===== config.mk =====
export PLATFORM = sky130hd
export DESIGN_NAME = axis_vid_frame_aligner_flat
export DESIGN_NICKNAME = d
export VERILOG_FILES = /design/src/rtl/axis_vid_frame_aligner_pkg.sv /design/src/rtl/axis_vid_frame_aligner_if.sv /design/src/rtl/axis_vid_frame_aligner_skid_buf.sv /design/src/rtl/axis_vid_frame_aligner.sv /design/src/flat_wrapper.sv
export SDC_FILE = /design/constraint.sdc
export NUM_CORES = 1
export LEC_CHECK = 0
export CORE_ASPECT_RATIO = 2
export CORE_MARGIN = 1.5
export CORE_UTILIZATION = 60
export DETAILED_ROUTE_END_ITERATION = 6
export DONT_BUFFER_PORTS = 1
export HOLD_SLACK_MARGIN = 0.03
export PLACE_DENSITY = 0.87
export SLEW_MARGIN = 10
export SYNTH_ARGS = -nofsm -noshare
export SYNTH_HDL_FRONTEND = slang
export SYNTH_HIERARCHICAL = 1
export SYNTH_SLANG_ARGS = --single-unit

===== constraint.sdc =====
create_clock -name aclk -period 3.9 [get_ports aclk]
set_input_delay 0.975 -clock aclk [delete_from_list [all_inputs] [get_ports aclk]]
set_output_delay 0.975 -clock aclk [all_outputs]
set_load 0.01 [all_outputs]

===== src/rtl/axis_vid_frame_aligner_pkg.sv =====
// Shared video definitions: checker state encoding and default 1080p geometry.
// Latency: n/a (types, constants and a width helper only).
// Backpressure: n/a.
package axis_vid_frame_aligner_pkg;

  localparam int VID_DATA_WIDTH = 16;
  localparam int VID_H_ACTIVE   = 1920;
  localparam int VID_V_ACTIVE   = 1080;

  // SYNC: hunting for a start-of-frame beat; PASS: locked to the frame grid.
  typedef enum logic {
    ST_SYNC = 1'b0,
    ST_PASS = 1'b1
  } vid_state_t;

  // Counter width for a 0..n-1 counter; never narrower than one bit.
  function automatic int vid_cnt_w(input int n);
    return (n > 1) ? $clog2(n) : 1;
  endfunction

endpackage


===== src/rtl/axis_vid_frame_aligner_if.sv =====
// AXI4-Stream video bundle (pixel, keep, end-of-line, start-of-frame, handshake).
// Latency: n/a (wiring only).
// Backpressure: tready flows from slave to master.
// Ports: master drives tdata/tkeep/tlast/tuser/tvalid; slave drives tready.
interface axis_vid_frame_aligner_if #(
  parameter int DATA_WIDTH = 16
);
  logic [DATA_WIDTH-1:0]   tdata;
  logic [DATA_WIDTH/8-1:0] tkeep;
  logic                    tlast;
  logic                    tuser;
  logic                    tvalid;
  logic                    tready;

  modport master (output tdata, tkeep, tlast, tuser, tvalid, input tready);
  modport slave  (input tdata, tkeep, tlast, tuser, tvalid, output tready);
endinterface


===== src/rtl/axis_vid_frame_aligner_skid_buf.sv =====
// Two-entry skid buffer carrying one stream beat payload.
// Latency: one cycle from push to o_vld; one beat per cycle with i_rdy held high.
// Backpressure: o_rdy is registered and drops only when both entries are occupied.
// Ports: aclk/resetn; upstream i_vld/i_dat/o_rdy; downstream o_vld/o_dat/i_rdy.
module axis_skid_buf #(
  parameter int W = 18
) (
  input  logic         aclk,
  input  logic         resetn,
  input  logic         i_vld,
  input  logic [W-1:0] i_dat,
  output logic         o_rdy,
  output logic         o_vld,
  output logic [W-1:0] o_dat,
  input  logic         i_rdy
);

  logic [W-1:0] r_mem [2];
  logic         r_wr_ptr;
  logic         r_rd_ptr;
  logic [1:0]   r_cnt;
  logic         r_rdy;

  logic         w_push;
  logic         w_pop;
  logic [1:0]   w_cnt_nxt;

  assign w_push    = i_vld & r_rdy;
  assign w_pop     = (r_cnt != 2'd0) & i_rdy;
  assign w_cnt_nxt = r_cnt + 2'(w_push) - 2'(w_pop);

  always_ff @(posedge aclk or negedge resetn) begin
    if (!resetn) begin
      r_mem[0] <= '0;
      r_mem[1] <= '0;
      r_wr_ptr <= 1'b0;
      r_rd_ptr <= 1'b0;
      r_cnt    <= 2'd0;
      r_rdy    <= 1'b0;
    end else begin
      // With one entry held, the write pointer never equals the read pointer,
      // so the presented beat stays stable while the sink stalls.
      if (w_push) begin
        r_mem[r_wr_ptr] <= i_dat;
        r_wr_ptr        <= ~r_wr_ptr;
      end
      if (w_pop) begin
        r_rd_ptr <= ~r_rd_ptr;
      end
      r_cnt <= w_cnt_nxt;
      // Ready is computed from next occupancy so it is exact yet registered.
      r_rdy <= (w_cnt_nxt != 2'd2);
    end
  end

  assign o_rdy = r_rdy;
  assign o_vld = (r_cnt != 2'd0);
  assign o_dat = r_mem[r_rd_ptr];

endmodule


===== src/rtl/axis_vid_frame_aligner.sv =====
// Video frame aligner: checks geometry, regenerates tlast/tuser, drops beats until next SOF on error.
// Latency: one cycle from input acceptance to m_axis.tvalid; one beat per cycle sustained.
// Backpressure: s_axis.tready is registered buffer-not-full; dropped beats never stall input.
// Ports: aclk/resetn; s_axis (slave stream in); m_axis (master stream out, tkeep all ones);
//        stat_clr clears sticky err_* flags and frame_cnt (complete frames forwarded, wraps).
module axis_vid_frame_aligner
  import axis_vid_frame_aligner_pkg::*;
#(
  parameter int DATA_WIDTH = VID_DATA_WIDTH,
  parameter int H_ACTIVE   = VID_H_ACTIVE,
  parameter int V_ACTIVE   = VID_V_ACTIVE
) (
  input  logic                            aclk,
  input  logic                            resetn,
  axis_vid_frame_aligner_if.slave         s_axis,
  axis_vid_frame_aligner_if.master        m_axis,
  input  logic                            stat_clr,
  output logic [15:0]                     frame_cnt,
  output logic                            err_sof_early,
  output logic                            err_sof_missing,
  output logic                            err_eol_early,
  output logic                            err_eol_late
);

  localparam int PIX_W     = vid_cnt_w(H_ACTIVE);
  localparam int LINE_W    = vid_cnt_w(V_ACTIVE);
  localparam int PAYLOAD_W = DATA_WIDTH + 2;
  localparam logic [PIX_W-1:0]  PIX_LAST  = PIX_W'(H_ACTIVE - 1);
  localparam logic [LINE_W-1:0] LINE_LAST = LINE_W'(V_ACTIVE - 1);

  vid_state_t          r_state;
  logic [PIX_W-1:0]    r_pix;
  logic [LINE_W-1:0]   r_line;
  logic [15:0]         r_frame_cnt;
  logic                r_err_sof_early;
  logic                r_err_sof_missing;
  logic                r_err_eol_early;
  logic                r_err_eol_late;

  logic                w_s_rdy;
  logic                w_acc;
  logic                w_at_origin;
  logic                w_fwd;
  logic                w_adv;
  logic                w_go_sync;
  logic                w_set_sof_early;
  logic                w_set_sof_missing;
  logic                w_set_eol_early;
  logic                w_set_eol_late;
  logic [PIX_W-1:0]    w_pos_pix;
  logic [LINE_W-1:0]   w_pos_line;
  logic                w_pos_sof;
  logic                w_pos_eol;
  logic                w_frame_done;
  logic [PIX_W-1:0]    w_nxt_pix;
  logic [LINE_W-1:0]   w_nxt_line;
  logic [PAYLOAD_W-1:0] w_in_dat;
  logic [PAYLOAD_W-1:0] w_out_dat;
  logic                w_unused_keep;

  // Input keep carries no information for a full-width pixel bus.
  assign w_unused_keep = ^s_axis.tkeep;

  assign w_acc       = s_axis.tvalid & w_s_rdy;
  assign w_at_origin = (r_pix == '0) && (r_line == '0);

  // Beat classification. w_pos_* is the grid position the beat is forwarded at:
  // any forwarded SOF beat restarts the grid at (0,0).
  always_comb begin
    w_fwd             = 1'b0;
    w_adv             = 1'b0;
    w_go_sync         = 1'b0;
    w_set_sof_early   = 1'b0;
    w_set_sof_missing = 1'b0;
    w_set_eol_early   = 1'b0;
    w_set_eol_late    = 1'b0;
    w_pos_pix         = r_pix;
    w_pos_line        = r_line;
    if (w_acc) begin
      if (r_state == ST_SYNC) begin
        if (s_axis.tuser) begin
          w_fwd      = 1'b1;
          w_adv      = 1'b1;
          w_pos_pix  = '0;
          w_pos_line = '0;
        end
      end else if (s_axis.tuser && !w_at_origin) begin
        // Truncate the running frame and restart on this beat.
        w_set_sof_early = 1'b1;
        w_fwd           = 1'b1;
        w_adv           = 1'b1;
        w_pos_pix       = '0;
        w_pos_line      = '0;
      end else if (!s_axis.tuser && w_at_origin) begin
        w_set_sof_missing = 1'b1;
        w_go_sync         = 1'b1;
      end else if (s_axis.tlast && (r_pix != PIX_LAST)) begin
        w_set_eol_early = 1'b1;
        w_go_sync       = 1'b1;
      end else if ((r_pix == PIX_LAST) && !s_axis.tlast) begin
        // The line is still correctly sized, so it goes out with tlast restored.
        w_set_eol_late = 1'b1;
        w_fwd          = 1'b1;
        w_adv          = 1'b1;
        w_go_sync      = 1'b1;
      end else begin
        w_fwd = 1'b1;
        w_adv = 1'b1;
      end
    end
  end

  assign w_pos_sof    = (w_pos_pix == '0) && (w_pos_line == '0);
  assign w_pos_eol    = (w_pos_pix == PIX_LAST);
  assign w_frame_done = w_adv && w_pos_eol && (w_pos_line == LINE_LAST);

  // Explicit wrap at the geometry limits; no reliance on counter overflow.
  always_comb begin
    w_nxt_pix  = w_pos_pix + PIX_W'(1);
    w_nxt_line = w_pos_line;
    if (w_pos_eol) begin
      w_nxt_pix  = '0;
      w_nxt_line = (w_pos_line == LINE_LAST) ? '0 : (w_pos_line + LINE_W'(1));
    end
  end

  always_ff @(posedge aclk or negedge resetn) begin
    if (!resetn) begin
      r_state           <= ST_SYNC;
      r_pix             <= '0;
      r_line            <= '0;
      r_frame_cnt       <= 16'd0;
      r_err_sof_early   <= 1'b0;
      r_err_sof_missing <= 1'b0;
      r_err_eol_early   <= 1'b0;
      r_err_eol_late    <= 1'b0;
    end else begin
      if (w_go_sync) begin
        r_state <= ST_SYNC;
        r_pix   <= '0;
        r_line  <= '0;
      end else if (w_adv) begin
        r_state <= ST_PASS;
        r_pix   <= w_nxt_pix;
        r_line  <= w_nxt_line;
      end

      // Clear and increment together leave a count of one.
      if (stat_clr) begin
        r_frame_cnt <= w_frame_done ? 16'd1 : 16'd0;
      end else if (w_frame_done) begin
        r_frame_cnt <= r_frame_cnt + 16'd1;
      end

      // A new error in the clearing cycle wins over the clear.
      r_err_sof_early   <= (r_err_sof_early   & ~stat_clr) | w_set_sof_early;
      r_err_sof_missing <= (r_err_sof_missing & ~stat_clr) | w_set_sof_missing;
      r_err_eol_early   <= (r_err_eol_early   & ~stat_clr) | w_set_eol_early;
      r_err_eol_late    <= (r_err_eol_late    & ~stat_clr) | w_set_eol_late;
    end
  end

  assign w_in_dat = {w_pos_sof, w_pos_eol, s_axis.tdata};

  axis_skid_buf #(
    .W (PAYLOAD_W)
  ) u_skid (
    .aclk   (aclk),
    .resetn (resetn),
    .i_vld  (w_fwd),
    .i_dat  (w_in_dat),
    .o_rdy  (w_s_rdy),
    .o_vld  (m_axis.tvalid),
    .o_dat  (w_out_dat),
    .i_rdy  (m_axis.tready)
  );

  assign s_axis.tready = w_s_rdy;
  assign m_axis.tdata  = w_out_dat[DATA_WIDTH-1:0];
  assign m_axis.tlast  = w_out_dat[DATA_WIDTH];
  assign m_axis.tuser  = w_out_dat[DATA_WIDTH+1];
  assign m_axis.tkeep  = '1;

  assign frame_cnt       = r_frame_cnt;
  assign err_sof_early   = r_err_sof_early;
  assign err_sof_missing = r_err_sof_missing;
  assign err_eol_early   = r_err_eol_early;
  assign err_eol_late    = r_err_eol_late;

endmodule

===== src/flat_wrapper.sv =====
// flat-port wrapper written by rule: the top's interface ports become plain ports
module axis_vid_frame_aligner_flat import axis_vid_frame_aligner_pkg::*;
#(
  parameter int DATA_WIDTH = VID_DATA_WIDTH,
  parameter int H_ACTIVE   = VID_H_ACTIVE,
  parameter int V_ACTIVE   = VID_V_ACTIVE
)
  (aclk, resetn, stat_clr, frame_cnt, err_sof_early, err_sof_missing, err_eol_early, err_eol_late, s_axis_tdata, s_axis_tkeep, s_axis_tlast, s_axis_tuser, s_axis_tvalid, s_axis_tready, m_axis_tdata, m_axis_tkeep, m_axis_tlast, m_axis_tuser, m_axis_tvalid, m_axis_tready);
  axis_vid_frame_aligner_if #(.DATA_WIDTH(DATA_WIDTH)) s_axis_i ();
  axis_vid_frame_aligner_if #(.DATA_WIDTH(DATA_WIDTH)) m_axis_i ();
  input  logic aclk;
  input  logic resetn;
  input  logic stat_clr;
  output logic [15:0] frame_cnt;
  output logic err_sof_early;
  output logic err_sof_missing;
  output logic err_eol_early;
  output logic err_eol_late;
  input wire logic [$bits(s_axis_i.tdata)-1:0] s_axis_tdata;
  input wire logic [$bits(s_axis_i.tkeep)-1:0] s_axis_tkeep;
  input wire logic [$bits(s_axis_i.tlast)-1:0] s_axis_tlast;
  input wire logic [$bits(s_axis_i.tuser)-1:0] s_axis_tuser;
  input wire logic [$bits(s_axis_i.tvalid)-1:0] s_axis_tvalid;
  output wire logic [$bits(s_axis_i.tready)-1:0] s_axis_tready;
  output wire logic [$bits(m_axis_i.tdata)-1:0] m_axis_tdata;
  output wire logic [$bits(m_axis_i.tkeep)-1:0] m_axis_tkeep;
  output wire logic [$bits(m_axis_i.tlast)-1:0] m_axis_tlast;
  output wire logic [$bits(m_axis_i.tuser)-1:0] m_axis_tuser;
  output wire logic [$bits(m_axis_i.tvalid)-1:0] m_axis_tvalid;
  input wire logic [$bits(m_axis_i.tready)-1:0] m_axis_tready;
  assign s_axis_i.tdata = s_axis_tdata;
  assign s_axis_i.tkeep = s_axis_tkeep;
  assign s_axis_i.tlast = s_axis_tlast;
  assign s_axis_i.tuser = s_axis_tuser;
  assign s_axis_i.tvalid = s_axis_tvalid;
  assign s_axis_tready = s_axis_i.tready;
  assign m_axis_tdata = m_axis_i.tdata;
  assign m_axis_tkeep = m_axis_i.tkeep;
  assign m_axis_tlast = m_axis_i.tlast;
  assign m_axis_tuser = m_axis_i.tuser;
  assign m_axis_tvalid = m_axis_i.tvalid;
  assign m_axis_i.tready = m_axis_tready;
  axis_vid_frame_aligner #(.DATA_WIDTH(DATA_WIDTH), .H_ACTIVE(H_ACTIVE), .V_ACTIVE(V_ACTIVE)) u_core (.aclk(aclk), .resetn(resetn), .s_axis(s_axis_i), .m_axis(m_axis_i), .stat_clr(stat_clr), .frame_cnt(frame_cnt), .err_sof_early(err_sof_early), .err_sof_missing(err_sof_missing), .err_eol_early(err_eol_early), .err_eol_late(err_eol_late));
endmodule

==> impl_metrics.tcl <==
set metrics [dict create \
    critPathSlowestCell "nor4_1" \
    nNetsFinal 462 \
    critical_path.max_stage_delay_ps 680 \
    crit_top_cell "ha_1" \
    syn_to_final_growth_pct 8.833 \
    power.density_nw_per_um2 640.1 \
    synth.cell_area_sq_um 4632 \
    groute.usage.overall_pct 25.42 \
    post_cts_buffers 0 \
    cp_cell_sequence "nor4_1 -> nand4b_1 -> o21ai_0 -> o21a_1 -> nor2_1 -> buf_4 -> nand2_1 -> ha_1 -> inv_1 -> ha_1 -> xnor2_1 -> mux2i_1" \
    diodes 0 \
    synth_mux_area_share_pct 15.88 \
    grt_antenna_before_repair 0 \
    ys_types 58 \
    worstSetupEndpointType "register" \
    hold_violations 0 \
    cts_buffers 9 \
    grt_pass1_wl_microns 16390 \
    nFillCells 570 \
    synthCells 421 \
    synth-async-reset-ratio_pct 100.0 \
    avgSynthCellArea_sq_um 11.00 \
    maxCapViolCount 0 \
    max_freq_mhz 283.9 \
    synth_warnings 6 \
    skew_ps 7.208 \
    ir_drop_uv 281.6 \
    grt_start_max_net_pins 85 \
    layout_common_cells "dfrtp_1 (84), mux2_2 (35), nand2_1 (33)" \
    clk_path_buf_depth 2 \
    synth_adder_area_share_pct 2.431 \
    relSlewSlack_pct 45.78 \
    period_needed_ps 3522 \
    cp.required_ps 4160 \
    synth-seq-cells 84 \
    via_per_inst 6.387 \
    drc 0 \
    dp.final_hpwl_microns 7203 \
    cts_tree "built" \
    min_period_over_period_pct 90.30 \
    final_common_cell "dfrtp_1" \
    grt_pass1_vias 3571 \
    clock_sinks 84 \
    drive_gt1_share_pct 21.48 \
    overflow 0 \
    htreeDepth 3 \
    worstMarginPinSlew_ps 813.3 \
    maxSlewViolCount 0 \
    hold_path_class "in2async" \
    clk_latency_ps 340 \
    clk_pin_slew_worst_paths_ps 60 \
    start_kind "register" \
    synth_top_family_by_area "simple AND/OR/NAND/NOR gates" \
    power_leakage_uw 0.002271 \
    rsz0062_at_grt "no" \
    ant_nets 0 \
    coreArea_sq_um 7545 \
    start_util_pct 61.39 \
    setup_viol 0 \
    path_class "reg2reg" \
    root_buffer "clkbuf_16" \
    dieArea_sq_um 8288 \
    ctsResizeCount 0 \
    crit_fanout 9 \
    arrival_ps 3780 \
    numPortBuffers 0 \
    synth_flop_cell "dfrtp_1" \
    synth_simple_gate_area_share_pct 19.23 \
    ys_seq_area_share_pct 45.38 \
    rows 45 \
    routedWlPerCell_microns 19.08 \
    synth_edf_count 0 \
    gp_congestion 0.9218 \
    fin_util_pct 66.82 \
    wl_microns 10050 \
    die_w_microns 65.13 \
    synth-compound-area-share_pct 11.26 \
    num_vias 3366 \
    drt-pass1-iter-count 4 \
    synthXorXnorAreaFrac_pct 3.025 \
    cts_hold_buf 0 \
    io_pins 67 \
    setup_tns_ps 0 \
    status "completed" \
    drt_iter0_markers 259 \
    die_h_microns 127.3 \
]
[metal layers]
layer  global-route usage [%]  vias up  routed length [microns]
li1                         -     1562                        -
met1                    26.78     1654                     3649
met2                    46.03      117                     5483
met3                    4.577       33                      510
met4                    14.71        0                      410
met5                        0        -                        0
[report_power, final]
part | switching [uW] | internal (uW)
Clock | 350 | 519
Combinational | 509 | 549
Sequential | 194 | 1110
Total | 1050 | 2170
[Yosys cell counts (2+ instances only)]
| cell | number | area [sq um] |
|---|---|---|
| mux2i_1 | 3 | 30.03 |
| nor2b_1 | 4 | 25.02 |
| nor4_1 | 7 | 43.79 |
| buf_4 | 2 | 15.01 |
| and4b_1 | 2 | 20.02 |
| buf_6 | 3 | 33.78 |
| o311ai_0 | 3 | 26.28 |
| a31oi_1 | 3 | 18.77 |
| nor3_1 | 9 | 45.04 |
| ha_1 | 9 | 112.6 |
| mux2_2 | 35 | 394.1 |
| and3_1 | 9 | 56.30 |
| a22o_1 | 9 | 78.83 |
| clkbuf_1 | 3 | 11.26 |
| o21ai_1 | 3 | 15.01 |
| a21o_1 | 7 | 52.55 |
| o21ai_0 | 13 | 65.06 |
| xor2_1 | 11 | 96.34 |
| nand3_1 | 21 | 105.1 |
| dfrtp_1 | 84 | 2102 |
| a21oi_1 | 9 | 45.04 |
| or3_1 | 3 | 18.77 |
| mux2_4 | 20 | 300.3 |
| buf_2 | 4 | 20.02 |
| or2_2 | 4 | 25.02 |
| nor2_1 | 28 | 105.1 |
| xnor2_1 | 5 | 43.79 |
| a32o_1 | 8 | 80.08 |
| and2_1 | 6 | 37.54 |
| o21a_1 | 5 | 37.54 |
| inv_1 | 11 | 41.29 |
| nand4_1 | 12 | 75.07 |
| nand2b_1 | 4 | 25.02 |
| o41ai_1 | 3 | 26.28 |
| a211oi_1 | 2 | 15.01 |
| and4_1 | 2 | 17.52 |
| nand2_1 | 33 | 123.9 |
| nand3b_1 | 2 | 15.01 |
[through the flow]
stage / hold slack, ps / setup WS [ps] / power, uW / instances / cell area [sq um]
2_1_floorplan: 473.6 / 388.9 / 2153 / 422 / 4636
3_3_place_gp: 481.4 / 402.6 / 2302 / 511 / 4730
3_5_place_dp: 490.2 / 338.3 / 2355 / 511 / 4730
4_1_cts: 317.5 / 463.7 / 3249 / 527 / 5041
5_1_grt: 317.0 / 159.6 / 3390 / 527 / 5041
6_report: 331.2 / 378.2 / 3227 / 527 / 5041
[critical path, delay by kind of cell (launching register included)]
kind | cells | cell delay (ps)
DFF | 1 | 460
and+or+nand+nor | 4 | 1210
xor gates and xnor gates | 1 | 180
muxes | 1 | 240
AOI/OAI and AO/OA | 2 | 730
buffers and inverters | 2 | 230
adders and majority gates | 2 | 400
[area by class of cell]
| type | count | area, sq um | share of cell area [%] |
|---|---|---|---|
| Clock buffer | 10 | 239.0 | 4.741 |
| Inverter | 11 | 41.29 | 0.8191 |
| Multi-Input combinational cell | 314 | 2409 | 47.78 |
| Timing Repair Buffer | 8 | 60.06 | 1.191 |
| Sequential cell | 84 | 2102 | 41.70 |
| Clock inverter | 6 | 72.57 | 1.440 |
| Tap cell | 94 | 117.6 | 2.333 |
[sequential cells by signal, summed over array words and instances (netlist names)]
register and cells:
u_core/r_pix 11, u_core/u_skid/r_rd_ptr 1, u_core/u_skid/r_cnt 2, u_core/err_eol_early 1, u_core/u_skid/o_rdy 1, u_core/r_state 1
u_core/frame_cnt 16, u_core/err_eol_late 1, u_core/err_sof_missing 1, u_core/r_line 11, u_core/u_skid/r_mem 36, u_core/err_sof_early 1
u_core/u_skid/r_wr_ptr 1
[worst paths after layout]
path	endpoint	cells past startpoint	slack (ps)	from
max	u_core/u_skid/o_rdy	12	380	u_core/r_line[6]
min	u_core/u_skid/r_mem[18]	0	330	resetn
max reg2reg	u_core/u_skid/o_rdy	12	380	u_core/r_line[6]
min reg2reg	u_core/u_skid/r_mem[17]	1	500	u_core/u_skid/r_mem[17]
max in group asynchronous	u_core/r_pix[6]	0	3440	resetn
min in group aclk	u_core/u_skid/r_mem[17]	1	500	u_core/u_skid/r_mem[17]
[cells by family after synthesis]
| family | Yosys count |
|---|---|
| compound gates | 69 |
| xor+xnor | 16 |
| fa+ha+maj | 9 |
| buf+inv | 24 |
| flops | 84 |
| mux | 59 |
| other cells | 1 |
| simple gates | 159 |
No activity file was read; power rests on OpenSTA's default activity.
